### src/rtl/fifo_stream_pkg.sv
// Shared types and sizing helpers for the FIFO read-side streamer.
package fifo_stream_pkg;

    typedef enum logic {
        RUN   = 1'b0,
        FLUSH = 1'b1
    } stream_state_e;

    localparam int unsigned MAX_RD_LATENCY = 3;

    // One entry per in-flight read plus two to keep a full-rate stream under back-pressure.
    function automatic int unsigned calc_buf_depth(input int unsigned lat);
        return lat + 2;
    endfunction

endpackage

### src/rtl/stream_skid_buf.sv
// Circular skid buffer with head/tail pointers, occupancy count, push/pop and synchronous clear.
module stream_skid_buf
    import fifo_stream_pkg::*;
#(
    parameter int unsigned DATA_WIDTH = 8,
    parameter int unsigned DEPTH      = 3
) (
    input  logic                          clk,
    input  logic                          rst_n,
    input  logic                          clear_i,
    input  logic                          push_i,
    input  logic [DATA_WIDTH-1:0]         push_data_i,
    input  logic                          pop_i,
    output logic [DATA_WIDTH-1:0]         head_data_o,
    output logic [$clog2(DEPTH+1)-1:0]    cnt_o
);

    localparam int unsigned CNT_W = $clog2(DEPTH + 1);
    localparam int unsigned PTR_W = $clog2(DEPTH);

    logic [DATA_WIDTH-1:0] mem_q [DEPTH];
    logic [PTR_W-1:0]      head_q, tail_q;
    logic [CNT_W-1:0]      cnt_q, cnt_d;

    function automatic logic [PTR_W-1:0] ptr_inc(input logic [PTR_W-1:0] ptr);
        return (ptr == PTR_W'(DEPTH - 1)) ? '0 : ptr + PTR_W'(1);
    endfunction

    always_comb begin
        cnt_d = cnt_q;
        case ({push_i, pop_i})
            2'b10:   cnt_d = cnt_q + CNT_W'(1);
            2'b01:   cnt_d = cnt_q - CNT_W'(1);
            default: cnt_d = cnt_q;
        endcase
    end

    always_ff @(posedge clk or negedge rst_n) begin
        if (!rst_n) begin
            head_q <= '0;
            tail_q <= '0;
            cnt_q  <= '0;
            for (int unsigned i = 0; i < DEPTH; i++) mem_q[i] <= '0;
        end else if (clear_i) begin
            head_q <= '0;
            tail_q <= '0;
            cnt_q  <= '0;
        end else begin
            if (push_i) begin
                mem_q[tail_q] <= push_data_i;
                tail_q        <= ptr_inc(tail_q);
            end
            if (pop_i) head_q <= ptr_inc(head_q);
            cnt_q <= cnt_d;
        end
    end

    assign head_data_o = mem_q[head_q];
    assign cnt_o       = cnt_q;

endmodule

### src/rtl/fifo_rd_streamer.sv
// Drains an async FIFO's pop interface into a valid/ready stream with credit-based skid buffering.
// Optional FIFO_RD_STATS_EN adds word_cnt/drop_cnt statistics outputs.
module fifo_rd_streamer
    import fifo_stream_pkg::*;
#(
    parameter int unsigned DATA_WIDTH = 8,
    parameter int unsigned RD_LATENCY = 1
) (
    input  logic                  clk,
    input  logic                  rst_n,
    input  logic                  flush,
    input  logic                  fifo_empty,
    input  logic [DATA_WIDTH-1:0] fifo_dout,
    output logic                  fifo_rd_en,
    output logic [DATA_WIDTH-1:0] m_data,
    output logic                  m_valid,
    input  logic                  m_ready,
    output logic                  busy
`ifdef FIFO_RD_STATS_EN
    ,
    output logic [31:0]           word_cnt,
    output logic [15:0]           drop_cnt
`endif
);

    localparam int unsigned BUF_DEPTH = calc_buf_depth(RD_LATENCY);
    localparam int unsigned CNT_W     = $clog2(BUF_DEPTH + 1);

    stream_state_e         state_q;
    logic [RD_LATENCY-1:0] tag_q, tag_d;
    logic [CNT_W-1:0]      inflight_cnt, buf_cnt;
    logic                  credit_ok, oldest_tag;
    logic                  buf_push, buf_pop, buf_clear;

    always_comb begin
        inflight_cnt = '0;
        for (int unsigned i = 0; i < RD_LATENCY; i++) begin
            inflight_cnt = inflight_cnt + CNT_W'(tag_q[i]);
        end
    end

    // Reads are only issued when every outstanding word already has a buffer slot.
    assign credit_ok  = ({1'b0, buf_cnt} + {1'b0, inflight_cnt}) < (CNT_W + 1)'(BUF_DEPTH);
    assign fifo_rd_en = (state_q == RUN) && !flush && !fifo_empty && credit_ok;
    assign oldest_tag = tag_q[RD_LATENCY-1];

    assign buf_clear  = (state_q == RUN) && flush;
    assign buf_push   = (state_q == RUN) && !flush && oldest_tag;
    assign buf_pop    = m_valid && m_ready;

    always_comb begin
        tag_d    = '0;
        tag_d[0] = fifo_rd_en;
        for (int unsigned i = 1; i < RD_LATENCY; i++) tag_d[i] = tag_q[i-1];
    end

    always_ff @(posedge clk or negedge rst_n) begin
        if (!rst_n) begin
            state_q <= RUN;
            tag_q   <= '0;
        end else begin
            tag_q <= tag_d;
            case (state_q)
                RUN:     if (flush) state_q <= FLUSH;
                FLUSH:   if (!flush && (inflight_cnt == '0)) state_q <= RUN;
                default: state_q <= RUN;
            endcase
        end
    end

    stream_skid_buf #(
        .DATA_WIDTH (DATA_WIDTH),
        .DEPTH      (BUF_DEPTH)
    ) u_buf (
        .clk         (clk),
        .rst_n       (rst_n),
        .clear_i     (buf_clear),
        .push_i      (buf_push),
        .push_data_i (fifo_dout),
        .pop_i       (buf_pop),
        .head_data_o (m_data),
        .cnt_o       (buf_cnt)
    );

    assign m_valid = (buf_cnt != '0);
    assign busy    = (state_q == FLUSH) || (inflight_cnt != '0) || m_valid;

`ifdef FIFO_RD_STATS_EN
    logic [31:0] word_cnt_q;
    logic [15:0] drop_cnt_q, drop_inc;
    logic [16:0] drop_sum;

    // Dropped words: buffer contents not popped at the flush edge, plus any word returning
    // while the capture path is blocked.
    always_comb begin
        drop_inc = '0;
        if (buf_clear) drop_inc = 16'(buf_cnt) - 16'(buf_pop);
        if (oldest_tag && !buf_push) drop_inc = drop_inc + 16'd1;
        drop_sum = {1'b0, drop_cnt_q} + {1'b0, drop_inc};
    end

    always_ff @(posedge clk or negedge rst_n) begin
        if (!rst_n) begin
            word_cnt_q <= '0;
            drop_cnt_q <= '0;
        end else begin
            if (buf_pop) word_cnt_q <= word_cnt_q + 32'd1;
            drop_cnt_q <= drop_sum[16] ? 16'hFFFF : drop_sum[15:0];
        end
    end

    assign word_cnt = word_cnt_q;
    assign drop_cnt = drop_cnt_q;
`endif

endmodule
### config.mk
export PLATFORM = sky130hd
export DESIGN_NAME = fifo_rd_streamer
export DESIGN_NICKNAME = d
export VERILOG_FILES = /design/src/rtl/fifo_stream_pkg.sv /design/src/rtl/stream_skid_buf.sv /design/src/rtl/fifo_rd_streamer.sv
export SDC_FILE = /design/constraint.sdc
export NUM_CORES = 1
export LEC_CHECK = 0
export BUFFER_PORTS_ARGS = -buffer_cell sky130_fd_sc_hd__buf_2
export CORE_MARGIN = 1.5
export CORE_UTILIZATION = 50
export DETAILED_ROUTE_END_ITERATION = 10
export PLACE_DENSITY = 0.85
export SYNTH_ARGS = -nofsm -noshare
export SYNTH_HDL_FRONTEND = slang
export SYNTH_HIERARCHICAL = 1
export SYNTH_SLANG_ARGS = --single-unit
### constraint.sdc
create_clock -name clk -period 1.6 [get_ports clk]
set_input_delay 0.32 -clock clk [delete_from_list [all_inputs] [get_ports clk]]
set_output_delay 0.32 -clock clk [all_outputs]
set_load 0.05 [all_outputs]
==> Word level (Yosys, flattened, before mapping) <==
Index checks and enable logic that the tools add are counted.
{ "word_totals": {"register_bits": 32, "latchBits": 0, "ram_bits": 0, "mem_bits_ro": 0, "in_bits": 13, "out_inout_bits": 11, "memories": 0} }
{ "classes": {"n_addsub": 5, "multipliers": 0, "div": 0, "magnitude_cmp": 4, "eq_ne": 4, "shifts": 0, "mux": 17, "bitwise_logic": 4, "reduce_logical": 18} }
{ "ops": {"columns": ["op", "count"], "rows": [
  ["24-bit bitwise mux", 1],
  ["8-bit 2-to-1 mux", 3],
  ["8-bit binary-select mux with 2-bit select", 1],
  ["8-bit demux with 2-bit select", 1],
  ["2-bit 2-to-1 mux", 7],
  ["1-bit logical AND", 8],
  ["2-bit by 1-bit adder with 2-bit output (second input constant)", 3],
  ["2-bit == test (second input constant)", 3],
  ["3-bit >= comparator (second input constant)", 2],
  ["2-bit inverter with 3-bit output", 2],
  ["2-bit nonzero test", 3],
  ["2-bit one-hot mux with 2 select lines", 1],
  ["2-bit by 1-bit adder with 3-bit output", 1],
  ["3-bit by 1-bit < comparator with 1-bit output (second input constant)", 1],
  ["3-bit by 2-bit < comparator with 1-bit output (second input constant)", 1],
  ["3-bit nonzero test", 1],
  ["2-bit by 1-bit == test with 1-bit output (second input constant)", 1],
  ["1-bit zero test", 2],
  ["2-bit zero test", 1],
  ["1-bit logical OR", 2],
  ["1-bit 2-to-1 mux", 2],
  ["1-bit inverter", 2],
  ["1-bit one-hot mux with 2 select lines", 1],
  ["2-bit AND reduction", 1],
  ["2-bit by 1-bit subtractor with 2-bit output (second input constant)", 1]
]} }

==> Logic depth before layout (Yosys ltp) <==
{ "depth": {"ltp_word": 6, "ltp_mapped": 5} }

==> By module <==
The synthesis kept the hierarchy.
{ "modules_own_cells": {"columns": ["mod", "instances", "cells_each", "area_per_inst_um2"], "rows": [
  ["stream_skid_buf", 1, 110, 1395.1],
  ["fifo_rd_streamer", 1, 12, 131.4]
]} }

==> Worst setup path before layout <==
No wires, ideal clock.
{ "synth_timing": {"path_type": "register to output", "start": "reg u_buf.cnt_q[0] (netlist: u_buf/cnt_o[0])", "end": "out fifo_rd_en", "arrival_ps": 1948, "slack_ps": -668, "stages_incl_launch_ff": 5, "n_path_buf": 0, "path_cell_list": "dfrtp_1 ha_1 ha_1 or4_1 a21oi_1"} }
{ "synth_between": {"elab_chain_len": 3} }
{ "synth_lines": {"columns": ["item", "line", "source"], "rows": [
  ["from (decl)", "stream_skid_buf.sv:23", "logic [CNT_W-1:0] cnt_q, cnt_d;"],
  ["from (signal assigned)", "stream_skid_buf.sv:54", "cnt_q <= cnt_d;"],
  ["2-bit by 1-bit adder with 3-bit output", "fifo_rd_streamer.sv:43", "assign credit_ok = ({1'b0, buf_cnt} + {1'b0, inflight_cnt}) < (CNT_W + 1)'(BUF_DEPTH);"],
  ["3-bit by 2-bit < comparator with 1-bit output", "fifo_rd_streamer.sv:43", null],
  ["1-bit logical AND", "fifo_rd_streamer.sv:44", "assign fifo_rd_en = (state_q == RUN) && !flush && !fifo_empty && credit_ok;"],
  ["to (decl)", "fifo_rd_streamer.sv:14", "output logic fifo_rd_en,"]
]} }
No other way between the ends.

==> Final worst setup path <==
Ends and elaborated chain as after synthesis.

==> impl_metrics.py <==
metrics = {
    "yosys": {
        "netlist_instances": 122,
        "synth_seq_area_share_pct": 52.5,
        "synthFlopType": "dfrtp_1",
        "yosys-top-cells-count": "dfrtp_1 (32), mux2_2 (25), mux2i_1 (10)",
        "synth_warnings": 6,
        "synthArstFlopShare_pct": 100,
        "synth-edff-count": 0,
        "synth.avg_cell_area_um2": 12.5,
        "yosysMostFrequentCell": "dfrtp_1",
        "yosysUniqueCellTypes": 27,
        "syn_area_um2": 1530,
        "synthTopCellsByArea": "dfrtp_1 (52%), mux2_2 (18%), mux2i_1 (6.6%), o21ai_0 (3.0%), nand2_1 (2.2%)",
        "synth_top_area_cell": "dfrtp_1",
        "yosys.area.top_type_share_pct": 52.5,
        "ys_ff_latch": 32,
        "syn_nets": 137,
    },
    "timing": {
        "setup_ws_ps": -519,
        "tns_ps": -4300,
        "hold_viol": 0,
        "fmax_mhz": 472,
        "setup_viol": 36,
        "grt_setup_unrepaired": "true",
        "worst_slew_pin_slew_ps": 704,
        "finalCritPeriodShare_pct": 132,
        "fin_skew_ps": 4.81,
        "finalMaxSlewViolations": 0,
        "finalCriticalPeriod_ps": 2120,
        "holdWs_ps": 38.0,
        "slew_headroom_pct": 53.1,
    },
    "clock_tree": {
        "cts_made_buffers": 5,
        "clkSlewWorstSetupHoldPaths_ps": 90,
        "htree_num_levels": 2,
        "cts_max_path_buffers": 2,
        "clkLatencyLatePin_ps": 320,
        "root_buffer": "clkbuf_4",
        "clock_sinks": 32,
        "tritoncts": "yes",
    },
    "worst_setup_path": {
        "max_stage_delay_ps": 430,
        "crit_family": "simple AND/OR/NAND/NOR gates",
        "slowest_stage": "or4_4",
        "worst-setup-path-type": "reg2out",
        "r2r-start": "state_q",
        "crit_fanout": 2,
        "cp-startpoint": "u_buf/cnt_o[0]",
        "crit_path_frequent_cell": "ha_2",
        "path_cells": "ha_2 > ha_2 > or4_4 > a21oi_4 > buf_6",
        "crit_buf_inv": 1,
        "endpoint_kind": "output pin",
        "required_ps": 1280,
        "arrival_ps": 1800,
        "crit_path_start_kind": "register",
    },
    "global_routing": {
        "grt_max_degree": 33,
        "antenna_found_initial": 0,
        "grt_pass1_wl_um": 6060,
        "grt.total_usage_pct": 24.4,
        "overflow": 0,
        "grt_pass1_vias": 1254,
    },
    "drt": {
        "vias": 1123,
        "wirelength_um": 3740,
        "drt_first_pass_iters": 3,
        "drc": 0,
        "detail-route-antenna-nets": 0,
        "first_iter_violations": 30,
        "post_drt_wl_per_cell_um": 19.0,
        "routed_via_density": 5.70,
    },
    "floorplanning": {
        "floorplan.initialDensity_pct": 54.0,
        "io_pins": 24,
        "rows": 19,
        "fp.dieArea_um2": 3390,
        "core_area_um2": 2830,
        "die_w_um": 58.3,
        "dieHeight_um": 58.3,
    },
    "finish": {
        "fillers": 188,
        "final_nets": 180,
        "area_growth_pct": 42.8,
        "layout-drive-gt1-share_pct": 67.5,
        "diodes": 0,
    },
    "outcome": {
        "status": "complete, but fails checks",
        "violations": "setup timing",
    },
    "pwr": {
        "peakVddDrop_mv": 1.00,
        "p_leak_uw": 0.00104,
        "p_per_area_nw_per_um2": 1530,
    },
    "run": {
        "cap_viol_max_count": 0,
    },
    "placed_design": {
        "dp_hpwl_um": 2420,
        "portBuffers": 23,
        "routabilityCongestion": 0.751,
        "place_ws_ps": -254,
    },
    "min_path": {
        "min_path_type": "in2async",
    },
}
==> routing by layer <==
| layer | share of wire (%) | track usage (%) | up-vias | wire (um) |
|---|---|---|---|---|
| li1 | - | - | 519 | - |
| met1 | 40 | 29.6 | 568 | 1510 |
| met2 | 55 | 42.9 | 29 | 2060 |
| met3 | 3.1 | 5.13 | 7 | 117 |
| met4 | 1.5 | 8.97 | 0 | 55 |
| met5 | 0 | 0 | - | 0 |
==> final cells by class <==
| class | count | area [um^2] | area share, % |
|---|---|---|---|
| flip-flops and latches | 32 | 801 | 36.7 |
| multi-input cells | 83 | 921 | 42.3 |
| well taps | 31 | 38.8 | 1.78 |
| clock buffers | 8 | 58.8 | 2.70 |
| repair buffers | 43 | 360 | 16.5 |
==> placed cells by master (no fill, tap or decap), types with 2 or more instances in the layout <==
cell type	Yosys	routed
buf_2	4	12
buf_6	1	16
and4bb_4	0	2
mux2i_1	10	8
and2_4	0	2
clkbuf_1	1	2
clkbuf_4	0	5
mux2i_2	0	2
mux2_4	0	24
nand2_2	0	7
nor3b_2	0	2
nor3_2	0	2
buf_4	0	14
ha_2	0	2
o21ai_2	0	8
nor2_1	6	6
dfrtp_1	32	32
==> per-stage QoR <==
stage               cell area, um^2  util [%]  cells  total power (uW)
global route                   2180      77.0    197              3470
global placement               1830      64.8    184              2370
CTS                            2150      76.0    197              3270
detailed placement             1830      64.8    184              2440
floorplan                      1610         -    122              2050
finish                         2180      77.0    197              3320
==> worst paths after layout <==
path                       depth (start not counted)  slack [ps]               to
setup / recovery                                   5        -520       fifo_rd_en
hold / removal                                     1          40   u_buf/cnt_o[1]
setup reg to reg                                   6        -140  u_buf/mem_q[16]
hold reg to reg                                    1         520  u_buf/mem_q[18]
max in group asynchronous                          1        1100  u_buf/mem_q[20]
min in group clk                                   2         250          state_q
==> cells by family after synthesis <==
kind of cell | share of synthesized area [%]
muxes | 25.0
DFF | 52.5
buffers and inverters | 2.54
and+or+nand+nor | 13.6
AOI/OAI and AO/OA | 4.18
xor gates and xnor gates | 0.574
adders and majority gates | 1.64
==> flip-flops by register name (all words and copies together), names as in the netlist <==
register,flops
u_buf/mem_q,24
u_buf/cnt_o,2
u_buf/head_q,2
u_buf/tail_q,2
oldest_tag,1
state_q,1
==> worst register-to-register path: cells and delay by family, from the launching register on <==
family / cells / cell delay, ps
buffers and inverters: 3 / 510
DFF: 1 / 420
muxes: 1 / 310
and+or+nand+nor: 2 / 410
==> power by group <==
group | internal (uW) | switching, uW | total [uW]
Sequential | 950 | 111 | 1060
Clock | 217 | 248 | 465
Combinational | 824 | 975 | 1800
Total | 1990 | 1330 | 3320
==> timing repair <==
action | 4_1_cts | 5_1_grt
pin swaps | 15 | 6
buffers inserted | 6 | 1
gates resized for setup | 65 | 8
gates cloned | 0 | 0
setup endpoints to repair | 37 | 39
endpoints found under the hold margin | 0 | 0
hold buffers | 0 | 0
Power figures use the tool's default switching activity.
